--- src/rtl/ddr_word_aligner.sv ---
// ddr_word_aligner: turns the two-bit-per-clock IDDR output into aligned
// parallel words. It hunts for a sync word at every bit offset, confirms it
// on several word boundaries, then streams words and watches sync recurrence.
module ddr_word_aligner #(
   parameter int unsigned      WIDTH        = 8,
   parameter logic [WIDTH-1:0] SYNC_WORD    = WIDTH'(8'hBC),
   parameter int unsigned      LOCK_CNT     = 4,
   parameter int unsigned      SYNC_TIMEOUT = 16
) (
   input  logic             clk,
   input  logic             rst,
   input  logic             en,
   input  logic             resync,
   input  logic             ddr_q1,
   input  logic             ddr_q2,
   output logic [WIDTH-1:0] data,
   output logic             data_valid,
   output logic             data_is_sync,
   output logic             locked,
   output logic [7:0]       lock_loss_cnt
);

   localparam int unsigned SR_W     = 2 * WIDTH;
   localparam int unsigned HALF     = WIDTH / 2;
   localparam int unsigned PH_W     = (HALF > 1) ? $clog2(HALF) : 1;
   localparam logic [PH_W-1:0] PH_LAST  = PH_W'(HALF - 1);
   localparam logic [7:0]      GOOD_TGT = 8'(LOCK_CNT);
   localparam logic [15:0]     TMO_TGT  = 16'(SYNC_TIMEOUT);

   localparam logic [1:0] S_HUNT   = 2'd0;
   localparam logic [1:0] S_CHECK  = 2'd1;
   localparam logic [1:0] S_LOCKED = 2'd2;

   logic [1:0]       state, state_nxt;
   logic [SR_W-1:0]  sr;
   logic             bs, bs_nxt;
   logic [PH_W-1:0]  ph, ph_nxt;
   logic [7:0]       good_cnt, good_nxt, good_inc;
   logic [15:0]      tmo_cnt, tmo_nxt, tmo_inc;
   logic [7:0]       loss_nxt;
   logic [WIDTH-1:0] data_nxt;
   logic             valid_nxt;
   logic             is_sync_nxt;

   logic [WIDTH-1:0] w0, w1, win;
   logic             win_is_sync;
   logic             boundary;
   logic             unused_sr_msbs;

   // Candidate windows: W0 is the newest WIDTH bits, W1 is the same shifted one bit older.
   assign w0          = sr[WIDTH-1:0];
   assign w1          = sr[WIDTH:1];
   assign win         = bs ? w1 : w0;
   assign win_is_sync = (win == SYNC_WORD);
   assign boundary    = en && (ph == PH_LAST);
   assign good_inc    = good_cnt + 8'd1;
   assign tmo_inc     = tmo_cnt + 16'd1;
   // The oldest two bits only ever fall off the end of the shift register.
   assign unused_sr_msbs = ^sr[SR_W-1:SR_W-2];

   // State register.
   always_ff @(posedge clk or posedge rst) begin
      if (rst) state <= S_HUNT;
      else     state <= state_nxt;
   end

   // Next-state, counter and output-word decisions.
   always_comb begin
      state_nxt   = state;
      bs_nxt      = bs;
      ph_nxt      = ph;
      good_nxt    = good_cnt;
      tmo_nxt     = tmo_cnt;
      loss_nxt    = lock_loss_cnt;
      data_nxt    = data;
      valid_nxt   = 1'b0;
      is_sync_nxt = data_is_sync;

      if (en) ph_nxt = (ph == PH_LAST) ? '0 : ph + PH_W'(1);

      case (state)
         S_HUNT: begin
            if (en) begin
               if (w0 == SYNC_WORD) begin
                  bs_nxt    = 1'b0;
                  ph_nxt    = '0;
                  good_nxt  = 8'd1;
                  state_nxt = S_CHECK;
               end else if (w1 == SYNC_WORD) begin
                  bs_nxt    = 1'b1;
                  ph_nxt    = '0;
                  good_nxt  = 8'd1;
                  state_nxt = S_CHECK;
               end
            end
         end
         S_CHECK: begin
            if (boundary) begin
               if (win_is_sync) begin
                  good_nxt = good_inc;
                  if (good_inc >= GOOD_TGT) begin
                     state_nxt = S_LOCKED;
                     tmo_nxt   = '0;
                  end
               end else begin
                  state_nxt = S_HUNT;
               end
            end
         end
         S_LOCKED: begin
            if (boundary) begin
               data_nxt    = win;
               valid_nxt   = 1'b1;
               is_sync_nxt = win_is_sync;
               if (win_is_sync) begin
                  tmo_nxt = '0;
               end else begin
                  tmo_nxt = tmo_inc;
                  if (tmo_inc >= TMO_TGT) state_nxt = S_HUNT;
               end
            end
         end
         default: state_nxt = S_HUNT;
      endcase

      if (resync) state_nxt = S_HUNT;

      if ((state == S_LOCKED) && (state_nxt == S_HUNT) && (lock_loss_cnt != 8'hFF))
         loss_nxt = lock_loss_cnt + 8'd1;
   end

   // Datapath and registered outputs.
   always_ff @(posedge clk or posedge rst) begin
      if (rst) begin
         sr            <= '0;
         bs            <= 1'b0;
         ph            <= '0;
         good_cnt      <= '0;
         tmo_cnt       <= '0;
         lock_loss_cnt <= '0;
         data          <= '0;
         data_valid    <= 1'b0;
         data_is_sync  <= 1'b0;
         locked        <= 1'b0;
      end else begin
         if (en) sr <= {sr[SR_W-3:0], ddr_q1, ddr_q2};
         bs            <= bs_nxt;
         ph            <= ph_nxt;
         good_cnt      <= good_nxt;
         tmo_cnt       <= tmo_nxt;
         lock_loss_cnt <= loss_nxt;
         data          <= data_nxt;
         data_valid    <= valid_nxt;
         data_is_sync  <= is_sync_nxt;
         locked        <= (state_nxt == S_LOCKED);
      end
   end

endmodule

--- config.mk ---
export PLATFORM = sky130hd
export DESIGN_NAME = ddr_word_aligner
export DESIGN_NICKNAME = d
export VERILOG_FILES = /design/src/rtl/ddr_word_aligner.sv
export SDC_FILE = /design/constraint.sdc
export NUM_CORES = 1
export LEC_CHECK = 0
export ABC_AREA = 0
export CORE_ASPECT_RATIO = 0.7
export CORE_MARGIN = 2
export CORE_UTILIZATION = 54
export CTS_BUF_LIST = sky130_fd_sc_hd__clkbuf_8
export DETAILED_ROUTE_END_ITERATION = 8
export PLACE_DENSITY_LB_ADDON = 0.3
export SYNTH_ARGS = -nofsm -noshare
export SYNTH_HDL_FRONTEND = slang
export SYNTH_SLANG_ARGS = --single-unit
--- constraint.sdc ---
create_clock -name clk -period 2.6 [get_ports clk]
set_clock_uncertainty 0.2 [all_clocks]
set_input_delay 0.39 -clock clk [delete_from_list [all_inputs] [get_ports clk]]
set_output_delay 0.39 -clock clk [all_outputs]
set_load 0.05 [all_outputs]
---- Yosys cells after proc, flatten, opt, wreduce, memory -nomap -nowiden ----
Cells that the tools add are included.
word-level totals
  output and inout bits ................... 19
  bits in registers ....................... 57
  word-level logic and storage cells ...... 77
cells by class
  order comparisons ....................... 2
  add/sub/neg operators ................... 4
  reductions and logical operators ........ 12
  equality and inequality tests ........... 14
  muxes and demuxes ....................... 34
operators with widths
  operator                                                                               count
  16-bit two-way mux                                                                     5
  8-bit two-way mux                                                                      6
  2-bit two-way mux                                                                      16
  16-bit case mux with 2 select lines                                                    1
  8-bit equality test (second input constant)                                            3
  16-bit by 1-bit adder with 16-bit output (second input constant)                       1
  8-bit by 1-bit adder with 8-bit output (second input constant)                         2
  16-bit by 5-bit greater-or-equal comparator with 1-bit output (second input constant)  1
  8-bit case mux with 2 select lines                                                     1
  2-bit inequality test (second input constant)                                          5
  5-bit AND reduction                                                                    2
  8-bit by 3-bit greater-or-equal comparator with 1-bit output (second input constant)   1
  8-bit inequality test (second input constant)                                          1
  2-bit equality test (second input constant)                                            3
  2-bit case mux with 3 select lines                                                     1
  2-bit nonzero test                                                                     3
  2-bit logical NOT                                                                      2
  1-bit two-way mux                                                                      4
  1-bit logical AND                                                                      3
  3-bit inequality test (second input constant)                                          1
  3-bit AND reduction                                                                    1
  2-bit by 1-bit adder with 2-bit output (second input constant)                         1
  2-bit by 1-bit equality test with 1-bit output (second input constant)                 1
  2-bit AND reduction                                                                    1

---- Longest topological paths before layout ----
Gate-level depths: netlist of run 1.
  word-level depth ........................ 10
  gate-level depth with buffers ........... 9
  gate-level depth less buffers ........... 9

---- Worst setup path before layout of run 1 ----
No wires, ideal clock.
  path type ............................... register to register
  start point ............................. register tmo_cnt[0]
  end point ............................... register lock_loss_cnt[6]
  data required time ...................... 2.258 ns
  period minus slack after synthesis ...... 2.743 ns
  path slack .............................. -0.143 ns
  arrival time ............................ 2.402 ns
  stages on the path, launching flop included .. 10
  path through ............................ dfrtp_1 ha_1 nand4_1 nor4_1 xnor2_1 nand4_1 nor4_1 nor2_4 and4_4 xor2_2
between the ends
  longest elaborated chain between the ends .. 10
RTL lines
  what                                                           line  text
  from (decl)                                                    39    logic [15:0] tmo_cnt, tmo_nxt, tmo_inc;
  from (signal assigned)                                         150   tmo_cnt <= tmo_nxt;
  16-bit by 1-bit adder with 16-bit output                       57    assign tmo_inc = tmo_cnt + 16'd1;
  16-bit by 5-bit greater-or-equal comparator with 1-bit output  119   if (tmo_inc >= TMO_TGT) state_nxt = S_HUNT;
  2-bit two-way mux                                              119
  2-bit two-way mux                                              115   if (win_is_sync) begin
  2-bit two-way mux                                              111   if (boundary) begin
  2-bit case mux with 3 select lines                             81    case (state)
  2-bit two-way mux                                              126   if (resync) state_nxt = S_HUNT;
  2-bit logical NOT                                              128   if ((state == S_LOCKED) && (state_nxt == S_HUNT) && (lock_loss_cnt != 8'hFF))
  1-bit logical AND (2 in series)                                128
  to (signal assigned)                                           151   lock_loss_cnt <= loss_nxt;
  to (decl)                                                      20    output logic [7:0] lock_loss_cnt
Every way passes these cells.
A chain may end at the register's enable or synchronous reset.

---- Worst setup path after layout of run 1 ----
  start point ............................. register sr[7]
  end point ............................... register good_cnt[3]
between the ends
  longest elaborated chain between the ends .. 4
  elaborated cells between the ends (all ways) .. 10
RTL lines
  what                                                                                 line    text
  from (decl)                                                                          35      logic [SR_W-1:0] sr;
  from (signal assigned)                                                               146     if (en) sr <= {sr[SR_W-3:0], ddr_q1, ddr_q2};
  8-bit two-way mux or 8-bit equality test (tied branches)                             53, 84
  8-bit equality test or 8-bit two-way mux (tied branches)                             54, 84
  2-bit inequality test (no line) or 8-bit two-way mux (tied branches)                 --
  5-bit AND reduction (no line) or 8-bit case mux with 2 select lines (tied branches)  --
  to (signal assigned)                                                                 149     good_cnt <= good_nxt;
  to (decl)                                                                            38      logic [7:0] good_cnt, good_nxt, good_inc;
Parallel ways exist; a longest one is shown, timed or not. The select of a mux whose other input is x is not followed.

==> impl_metrics.json, run 1 <==
{
  "use_met3": 0.0569,
  "rsz0062_at_grt": "yes",
  "h-tree-depth": 3,
  "slew_viol_final": 0,
  "areaGrowthSynthToFinish_pct": 36.0,
  "yosys-top-cells-area": "dfrtp_1 46%, nand2_1 5.3%, mux2_2 4.0%",
  "hold_path_class": "input pin to async pin",
  "violations": "negative setup slack",
  "via_count": 2846,
  "yosys.area.top_type": "dfrtp_1",
  "fin_hold_ws_ns": 0.178,
  "rows": 23,
  "cpPeakStageDelay_ns": 0.59,
  "grt_max_degree": 28,
  "power_leakage_nw": 1.78,
  "period_minus_slack_ns": 2.61,
  "drt-wirelength-per-cell_um": 17.4,
  "cts_tree": "yes",
  "vdd_ir_drop_max_mv": 0.374,
  "critical_path_arrival_ns": 2.68,
  "yosysSeqAreaShare": 0.459,
  "port_buffers": 24,
  "start_util": 0.551,
  "clock_latency_ns": 0.34,
  "crit_path_cell_trace": "or4bb_4 -> mux2i_4 -> a21oi_1 -> or4b_4 -> buf_4 -> nor3_2 -> a21o_1 -> a22o_1",
  "power.density_nw_per_um2": 546,
  "synth.top_cell.area_share": 0.459,
  "setup_ws_ns": -0.00789,
  "cts_root_buf": "clkbuf_8",
  "dieArea_um2": 6390,
  "io_pins": 25,
  "status": "complete, but fails checks",
  "syn-num-nets": 335,
  "tightest_slew_ns": 0.691,
  "syn_avg_cell_area_um2": 9.57,
  "instances_no_fill": 473,
  "relSlewSlack": 0.537,
  "dr.pass1.iters": 5,
  "core_um2": 5640,
  "place_area_um2": 3730,
  "post-place-cells": 450,
  "design_area_um2": 4230,
  "final_hold_viol_count": 0,
  "critPathKind": "flip-flop to flip-flop",
  "grt_busiest_layer": "met2",
  "final_common_cell": "dfrtp_1",
  "finalPower_mw": 2.31,
  "dp_hpwl_um": 5270,
  "synth.distinct_cells": 61,
  "drive_above_1_share": 0.314,
  "max_freq_mhz": 383,
  "pre_cts_ws_ns": -0.0622,
  "synth_area_um2": 3110,
  "die_y_um": 67.5,
  "drcViolationCount": 0,
  "antenna_found_initial": 0,
  "use_met2": 0.419,
  "antenna_cells": 0,
  "setup_violations": 1,
  "ant_nets": 0,
  "grt_pass1_vias": 2669,
  "fin_util": 0.750,
  "vias_per_cell": 6.02,
  "dieWidth_um": 94.7,
  "grt_usage": 0.269,
  "drt_iter0_drc": 162,
  "async_flop_share": 1.00,
  "grtUsageMet1": 0.381,
  "crit_slowest_cell": "or4bb_4",
  "path_buf_inv": 1,
  "final_cell_mix": "54 x dfrtp_1, 47 x buf_4, 43 x nand2_1",
  "syn_inst": 325,
  "cts_hold_buf": 0,
  "synth-seq-cells": 57,
  "synth-edff-count": 0,
  "tns_ns": -0.00789,
  "yosysWarningCount": 0,
  "endpoint_kind": "flip-flop",
  "cts-buffers-inserted": 9,
  "worstPathRequired_ns": 2.67,
  "critPathTopFamily": "simple AND/OR/NAND/NOR gates",
  "totalWireLength_um": 8230,
  "grt-ovfl-total": 0,
  "numClockSinks": 57,
  "fin_crit_sh": 1.00,
  "cp_max_fo": 10,
  "start_kind": "flip-flop",
  "gp_congestion": 0.905,
  "clock_tree.buffer_depth": 2,
  "synth_ff_type": "dfrtp_1",
  "finalNetCount": 403,
  "drv_cap": 0,
  "clkSlewWorstSetupHoldPaths_ns": 0.07,
  "grt_pass1_wl_um": 13000
}
cell usage after synthesis (2+ instances only):
cell / instances
inv_1: 7
a41oi_1: 4
dfrtp_1: 57
nor2b_1: 4
nor3_1: 8
clkbuf_1: 9
ha_1: 4
nor2_1: 19
nor3b_1: 3
o21ai_0: 22
nand3_1: 13
a21oi_1: 14
mux2i_1: 10
o31ai_1: 2
nand2b_1: 2
nor4_1: 2
and3_1: 5
xnor2_1: 8
buf_4: 2
and2_1: 3
buf_2: 6
o311a_1: 2
nand3_2: 2
nand4_1: 8
a31oi_1: 14
or3_1: 5
nand2_1: 44
or4bb_1: 2
and4_1: 2
mux2_2: 11
worst reg2reg max path, stage by stage (launching register included):
cell and delay [ns]:
dfrtp_1 0.39, or4bb_4 0.59, mux2i_4 0.17, a21oi_1 0.09
or4b_4 0.53, buf_4 0.19, nor3_2 0.16, a21o_1 0.10
a22o_1 0.12
flip-flops by register name, indices dropped and copies added, names as in the netlist:
register       cells
locked             1
good_cnt           8
data_is_sync       1
ph                 2
bs                 1
sr                 9
lock_loss_cnt      8
tmo_cnt           16
data               8
data_valid         1
state              2
final timing paths:
| check | from | to | slack (ns) | depth (start not counted) |
|---|---|---|---|---|
| worst min register to register | data[1] | data[1] | 0.28 | 2 |
| worst min-delay path | rst | data[3] | 0.18 | 2 |
| worst max register to register | sr[7] | good_cnt[3] | -0.008 | 8 |
| worst max-delay path | sr[7] | good_cnt[3] | -0.008 | 8 |
| max in group asynchronous | rst | tmo_cnt[0] | 1.47 | 3 |
| min in group clk | data[1] | data[1] | 0.28 | 2 |
power by group:
part / total (mW) / switching, mW / internal, mW
sequential: 1.02 / 0.0685 / 0.951
combinational: 0.353 / 0.176 / 0.177
clock: 0.935 / 0.374 / 0.560
total: 2.31 / 0.618 / 1.69
routing by layer:
| layer | vias to the layer above | routed length, um |
|---|---|---|
| met5 | - | 0 |
| met4 | 0 | 88 |
| met3 | 13 | 454 |
| met2 | 95 | 3880 |
| met1 | 1408 | 3810 |
| li1 | 1330 | - |
cell type report:
| class | instances | area [um2] |
|---|---|---|
| Multi-Input combinational cell | 242 | 1790 |
| Timing Repair Buffer | 75 | 659 |
| Fill cell | 393 | 1410 |
| Inverter | 8 | 30.0 |
| Tap cell | 75 | 93.8 |
| Clock inverter | 6 | 82.6 |
| Clock buffer | 10 | 138 |
| Sequential cell | 57 | 1430 |
kinds of logic after synthesis:
kind of cell / share of synthesized area
compound gates: 0.150
simple gates: 0.231
mux: 0.0769
buf+inv: 0.0366
flops: 0.459
xor+xnor: 0.0306
fa+ha+maj: 0.0161
repair_timing:
action	in CTS	in global routing
setup buffers	0	7
gates resized for setup	10	35
setup endpoints to repair	22	32
pin swaps	2	19
Power figures use the tool's default switching activity.
==> run 2, diff against run 1 <==
Settings changed: ABC_CLOCK_PERIOD_IN_PS from default to 3260, CORE_UTILIZATION 54 to 60.
Clock period 2.6 ns to 3.26 ns, I/O delays scaled along.
==> run 2 against run 1 <==
  * The run now ends clean
  * Cell area shrank 15%
  * Utilization shrank 1.0 points
  * Largest power group unchanged
  * Maximum frequency shrank 12%
  * Power shrank 26%
  * Worst hold slack gained 0.11 ns
  * First-iteration DRC count grew 45%
  * Highest routed layer unchanged
==> impl_metrics.json, run 2 (synthesis gave the netlist of run 1 again) <==
{
  "areaGrowthSynthToFinish_pct": 16.2,
  "max_freq_mhz": 339,
  "grt_pass1_vias": 2405,
  "rows": 21,
  "numClockSinks": 57,
  "rr_worst_depth": 9,
  "grt-ovfl-total": 0,
  "clkSlewWorstSetupHoldPaths_ns": 0.06,
  "regMostFlops": "tmo_cnt",
  "post_cts_buffers": 0,
  "critical_path_arrival_ns": 2.97,
  "drt_iter0_drc": 235,
  "tns_ns": 0,
  "pwr-share-seq": 0.473,
  "pre_cts_ws_ns": 0.324,
  "instances_no_fill": 423,
  "ant_nets": 0,
  "gp_congestion": 0.862,
  "start_util": 0.636,
  "h-tree-depth": 3,
  "post-place-cells": 407,
  "vdd_ir_drop_max_mv": 0.302,
  "clock_latency_ns": 0.33,
  "final_common_cell": "dfrtp_1",
  "dieWidth_um": 90.0,
  "io_pins": 25,
  "clock_tree.buffer_depth": 2,
  "reg2reg_slack_ns": 0.31,
  "totalWireLength_um": 6730,
  "regArea_um2": 1430,
  "dp_hpwl_um": 4720,
  "tightest_slew_ns": 0.836,
  "power_frac_comb": 0.136,
  "finalNetCount": 359,
  "critPathKind": "flip-flop to flip-flop",
  "drt-wirelength-per-cell_um": 15.9,
  "num-fill-cells": 357,
  "die_y_um": 64.2,
  "cp-endpoint": "lock_loss_cnt[6]",
  "setup_violations": 0,
  "grt_pass1_wl_um": 11500,
  "endpoint_kind": "flip-flop",
  "drive_above_1_share": 0.138,
  "crit_path_cell_trace": "ha_1 -> nand3_1 -> xnor2_1 -> a2111oi_0 -> nand4_1 -> nor4_1 -> nor2_4 -> and4_4 -> xor2_2",
  "dr.pass1.iters": 5,
  "port_buffers": 24,
  "hold_path_class": "flip-flop to flip-flop",
  "core_um2": 4890,
  "cp_max_fo": 8,
  "relSlewSlack": 0.441,
  "final_hold_viol_count": 0,
  "cts_hold_buf": 0,
  "fin_crit_sh": 0.906,
  "largest_reg_flops": 16,
  "vias_per_cell": 6.02,
  "start_kind": "flip-flop",
  "r2r_start": "tmo_cnt[0]",
  "grt_usage": 0.254,
  "largestRegisters": "tmo_cnt (16), sr (9)",
  "finalPower_mw": 1.72,
  "period_minus_slack_ns": 2.95,
  "cts_root_buf": "clkbuf_8",
  "grt_max_degree": 31,
  "p_clk_frac": 0.392,
  "cts_resized": 0,
  "power_leakage_nw": 1.50,
  "p_switching_mw": 0.440,
  "rsz0062_at_grt": "no",
  "p_int_mw": 1.28,
  "dieArea_um2": 5780,
  "final_cell_mix": "57 x dfrtp_1, 44 x nand2_1, 24 x clkdlybuf4s50_1",
  "worstPathRequired_ns": 3.28,
  "startpoint": "tmo_cnt[0]",
  "setup_ws_ns": 0.307,
  "drv_cap": 0,
  "cts_tree": "yes",
  "multi_input_area_um2": 1570,
  "cpPeakStageDelay_ns": 0.45,
  "status": "complete, no violations",
  "slew_viol_final": 0,
  "power.density_nw_per_um2": 475,
  "p_sw_frac": 0.256,
  "fin_hold_ws_ns": 0.284,
  "drcViolationCount": 0,
  "via_count": 2548,
  "crit_slowest_cell": "dfrtp_1",
  "cts-buffers-inserted": 9,
  "antenna_cells": 0,
  "r2r_end": "lock_loss_cnt[6]",
  "antenna_found_initial": 0
}
run 2: cell count changes in the layout (fill, tap and decap cells not counted), moves of 3 or more:
cell,change
o21ai_0,+3
dfrtp_1,+3
a31oi_4,-5
buf_4,-40
a31oi_1,+7
dfrtp_2,-3
run 2: layer usage:
layer  part of all wire  track usage  wire [um]  up-vias
li1                   -            -          -     1232
met1               0.49        0.360       3270     1232
met2               0.44        0.378       2970       78
met3              0.062       0.0731        416        6
met4              0.011       0.0827         71        0
met5                  0            0          0        -
run 2: critical path, delay by kind of cell (launching register included):
| kind | cells | cell delay, ns |
|---|---|---|
| simple gates | 5 | 1.19 |
| flops | 1 | 0.45 |
| compound gates | 1 | 0.38 |
| xor+xnor | 2 | 0.31 |
| fa+ha+maj | 1 | 0.30 |
run 2: layout make-up:
type	instances	share of cell area
clock inverters	4	0.0118
multi-input cells	242	0.434
well taps	69	0.0239
inverters	8	0.00831
flip-flops and latches	57	0.395
repair buffers	31	0.0811
clock buffers	12	0.0457
run 2: power by group through the flow:
stage	sequential [mW]	combinational, mW	clock (mW)
floorplan	0.820	0.163	0
global placement	0.817	0.221	0
detailed placement	0.822	0.230	0
CTS	0.810	0.234	0.687
global route	0.817	0.258	0.721
finish	0.811	0.233	0.672
run 2: per-stage QoR:
| stage | utilization | area, um2 |
|---|---|---|
| finish | 0.739 | 3610 |
| global route | 0.739 | 3610 |
| CTS | 0.739 | 3610 |
| detailed placement | 0.697 | 3400 |
| global placement | 0.697 | 3400 |
| floorplan | - | 3110 |
run 2: worst min path at each step:
stage	start	to	slack, ns	cells past startpoint
finish	data[2]	data[2]	0.28	2
global route	lock_loss_cnt[7]	lock_loss_cnt[7]	0.31	1
CTS	data[5]	data[5]	0.29	2
detailed placement	data[5]	data[5]	0.27	2
global placement	data[7]	data[7]	0.27	2
floorplan	good_cnt[7]	good_cnt[7]	0.28	1
==> run 3, diff against run 2 <==
Settings changed: ABC_CLOCK_PERIOD_IN_PS 3260 to 3430.
Clock period 3.26 ns to 3.43 ns, I/O delays scaled along.
==> run 3 against run 2 <==
  * Cell area hardly changed
  * Sequential share of layout area about the same
  * Global-route usage is 1.5 points higher
  * Register-to-register slack improved by 0.15 ns
  * Via count is 3.0% higher
  * Maximum frequency shrank 0.56%
  * Die area did not move
  * Clock-buffer cell count decreased by 2
  * Critical path depth decreased by 2
  * Non-clock buffer count unchanged
  * Largest cell class unchanged
==> impl_metrics.json, run 3 (synthesis gave the netlist of run 1 again) <==
{
  "final_hold_viol_count": 0,
  "vdd_ir_drop_max_mv": 0.329,
  "startpoint": "sr[7]",
  "port_buffers": 24,
  "regArea_um2": 1430,
  "core_um2": 4890,
  "totalWireLength_um": 7010,
  "tightest_slew_ns": 0.772,
  "post_cts_buffers": 0,
  "largest_reg_flops": 16,
  "critPathKind": "flip-flop to flip-flop",
  "clock_tree.buffer_depth": 2,
  "period_minus_slack_ns": 2.97,
  "dr_wl_met2_um": 3150,
  "power_frac_comb": 0.136,
  "vias_per_cell": 6.22,
  "worstPathRequired_ns": 3.42,
  "dr.pass1.iters": 5,
  "drt-wirelength-per-cell_um": 16.6,
  "regMostFlops": "tmo_cnt",
  "grt-ovfl-total": 0,
  "ant_nets": 0,
  "numClockSinks": 57,
  "cts-buffers-inserted": 9,
  "areaGrowthSynthToFinish_pct": 16.3,
  "grt_pass1_wl_um": 12100,
  "cp-endpoint": "tmo_cnt[6]",
  "routed.top_layer": "met4",
  "max_freq_mhz": 337,
  "tns_ns": 0,
  "p_int_mw": 1.24,
  "fin_util": 0.740,
  "endpoint_kind": "flip-flop",
  "multi_input_area_um2": 1570,
  "r2r_start": "sr[7]",
  "drive_above_1_share": 0.136,
  "power_leakage_nw": 1.50,
  "cts_hold_buf": 0,
  "dieArea_um2": 5780,
  "setup_violations": 0,
  "grt_max_degree": 33,
  "grt_usage": 0.268,
  "antenna_cells": 0,
  "cts_resized": 0,
  "cts_root_buf": "clkbuf_8",
  "rows": 21,
  "relSlewSlack": 0.483,
  "p_sw_frac": 0.255,
  "h-tree-depth": 3,
  "critical_path_arrival_ns": 2.96,
  "design_area_um2": 3610,
  "route.met3.wl_um": 482,
  "grt_pass1_vias": 2389,
  "fin_hold_ws_ns": 0.285,
  "slew_viol_final": 0,
  "start_kind": "flip-flop",
  "gp_congestion": 0.932,
  "p_switching_mw": 0.425,
  "via_count": 2624,
  "drt_iter0_drc": 278,
  "hold_path_class": "flip-flop to flip-flop",
  "final_common_cell": "dfrtp_1",
  "cts_tree": "yes",
  "finalPower_mw": 1.67,
  "place_area_um2": 3400,
  "drv_cap": 0,
  "rsz0062_at_grt": "no",
  "r2r_end": "tmo_cnt[6]",
  "pwr-share-seq": 0.463,
  "p_clk_frac": 0.401,
  "rr_worst_depth": 7,
  "io_pins": 25,
  "num-fill-cells": 350,
  "drt-met1-wl_um": 3280,
  "die_y_um": 64.2,
  "clock_latency_ns": 0.34,
  "cp_max_fo": 12,
  "antenna_found_initial": 0,
  "start_util": 0.636,
  "finalNetCount": 359,
  "status": "complete, no violations",
  "dp_hpwl_um": 4760,
  "drcViolationCount": 0,
  "dieWidth_um": 90.0,
  "power.density_nw_per_um2": 462,
  "final_cell_mix": "57 x dfrtp_1, 44 x nand2_1, 24 x clkdlybuf4s50_1",
  "min_from": "data[7]",
  "reg2reg_slack_ns": 0.46,
  "largestRegisters": "tmo_cnt (16), sr (9)",
  "fin_crit_sh": 0.866,
  "clkSlewWorstSetupHoldPaths_ns": 0.06
}
-- run 3: cell count changes in the layout (fill, tap and decap cells not counted) --
cell       delta
clkbuf_8      -2
bufinv_16     +1
-- run 3: worst max-delay path, stage by stage, from the launching register on --
cell and delay [ns]:
dfrtp_1 0.42, or4bb_1 0.57, mux2i_1 0.25, nand2b_1 0.14
or4b_1 0.54, a21oi_4 0.36, buf_4 0.23, a31oi_1 0.11
-- run 3: cell type report --
type | count | share of cell area
Tap cell | 69 | 0.0239
Inverter | 8 | 0.00831
Clock inverter | 5 | 0.0201
Multi-Input combinational cell | 242 | 0.434
Clock buffer | 10 | 0.0381
Timing Repair Buffer | 31 | 0.0810
Sequential cell | 57 | 0.395
-- run 3: stage by stage --
step                      instances  setup WS [ns]
after floorplan                 325          0.687
after detailed placement        407          0.462
after CTS                       422          0.472
final                           422          0.461
after global routing            422          0.179
after global placement          407          0.471
-- run 3: how the worst min path moves through the flow --
| stage | depth (start not counted) | to |
|---|---|---|
| global route | 1 | lock_loss_cnt[7] |
| detailed placement | 2 | data[3] |
| floorplan | 1 | good_cnt[7] |
| global placement | 2 | data[1] |
| finish | 2 | data[7] |
| CTS | 2 | data[3] |
-- run 3: power by group through the flow --
stage          clock, mW  combinational, mW  sequential (mW)
2_1_floorplan          0              0.155            0.779
3_3_place_gp           0              0.211            0.778
3_5_place_dp           0              0.224            0.782
4_1_cts            0.681              0.227            0.770
5_1_grt            0.712              0.250            0.780
6_report           0.669              0.227            0.773
-- run 3: per-layer routing --
layer / track usage / vias to the layer above
met5: 0 / -
met4: 0.0769 / 0
met3: 0.0873 / 14
met2: 0.392 / 109
met1: 0.386 / 1265
li1: - / 1236
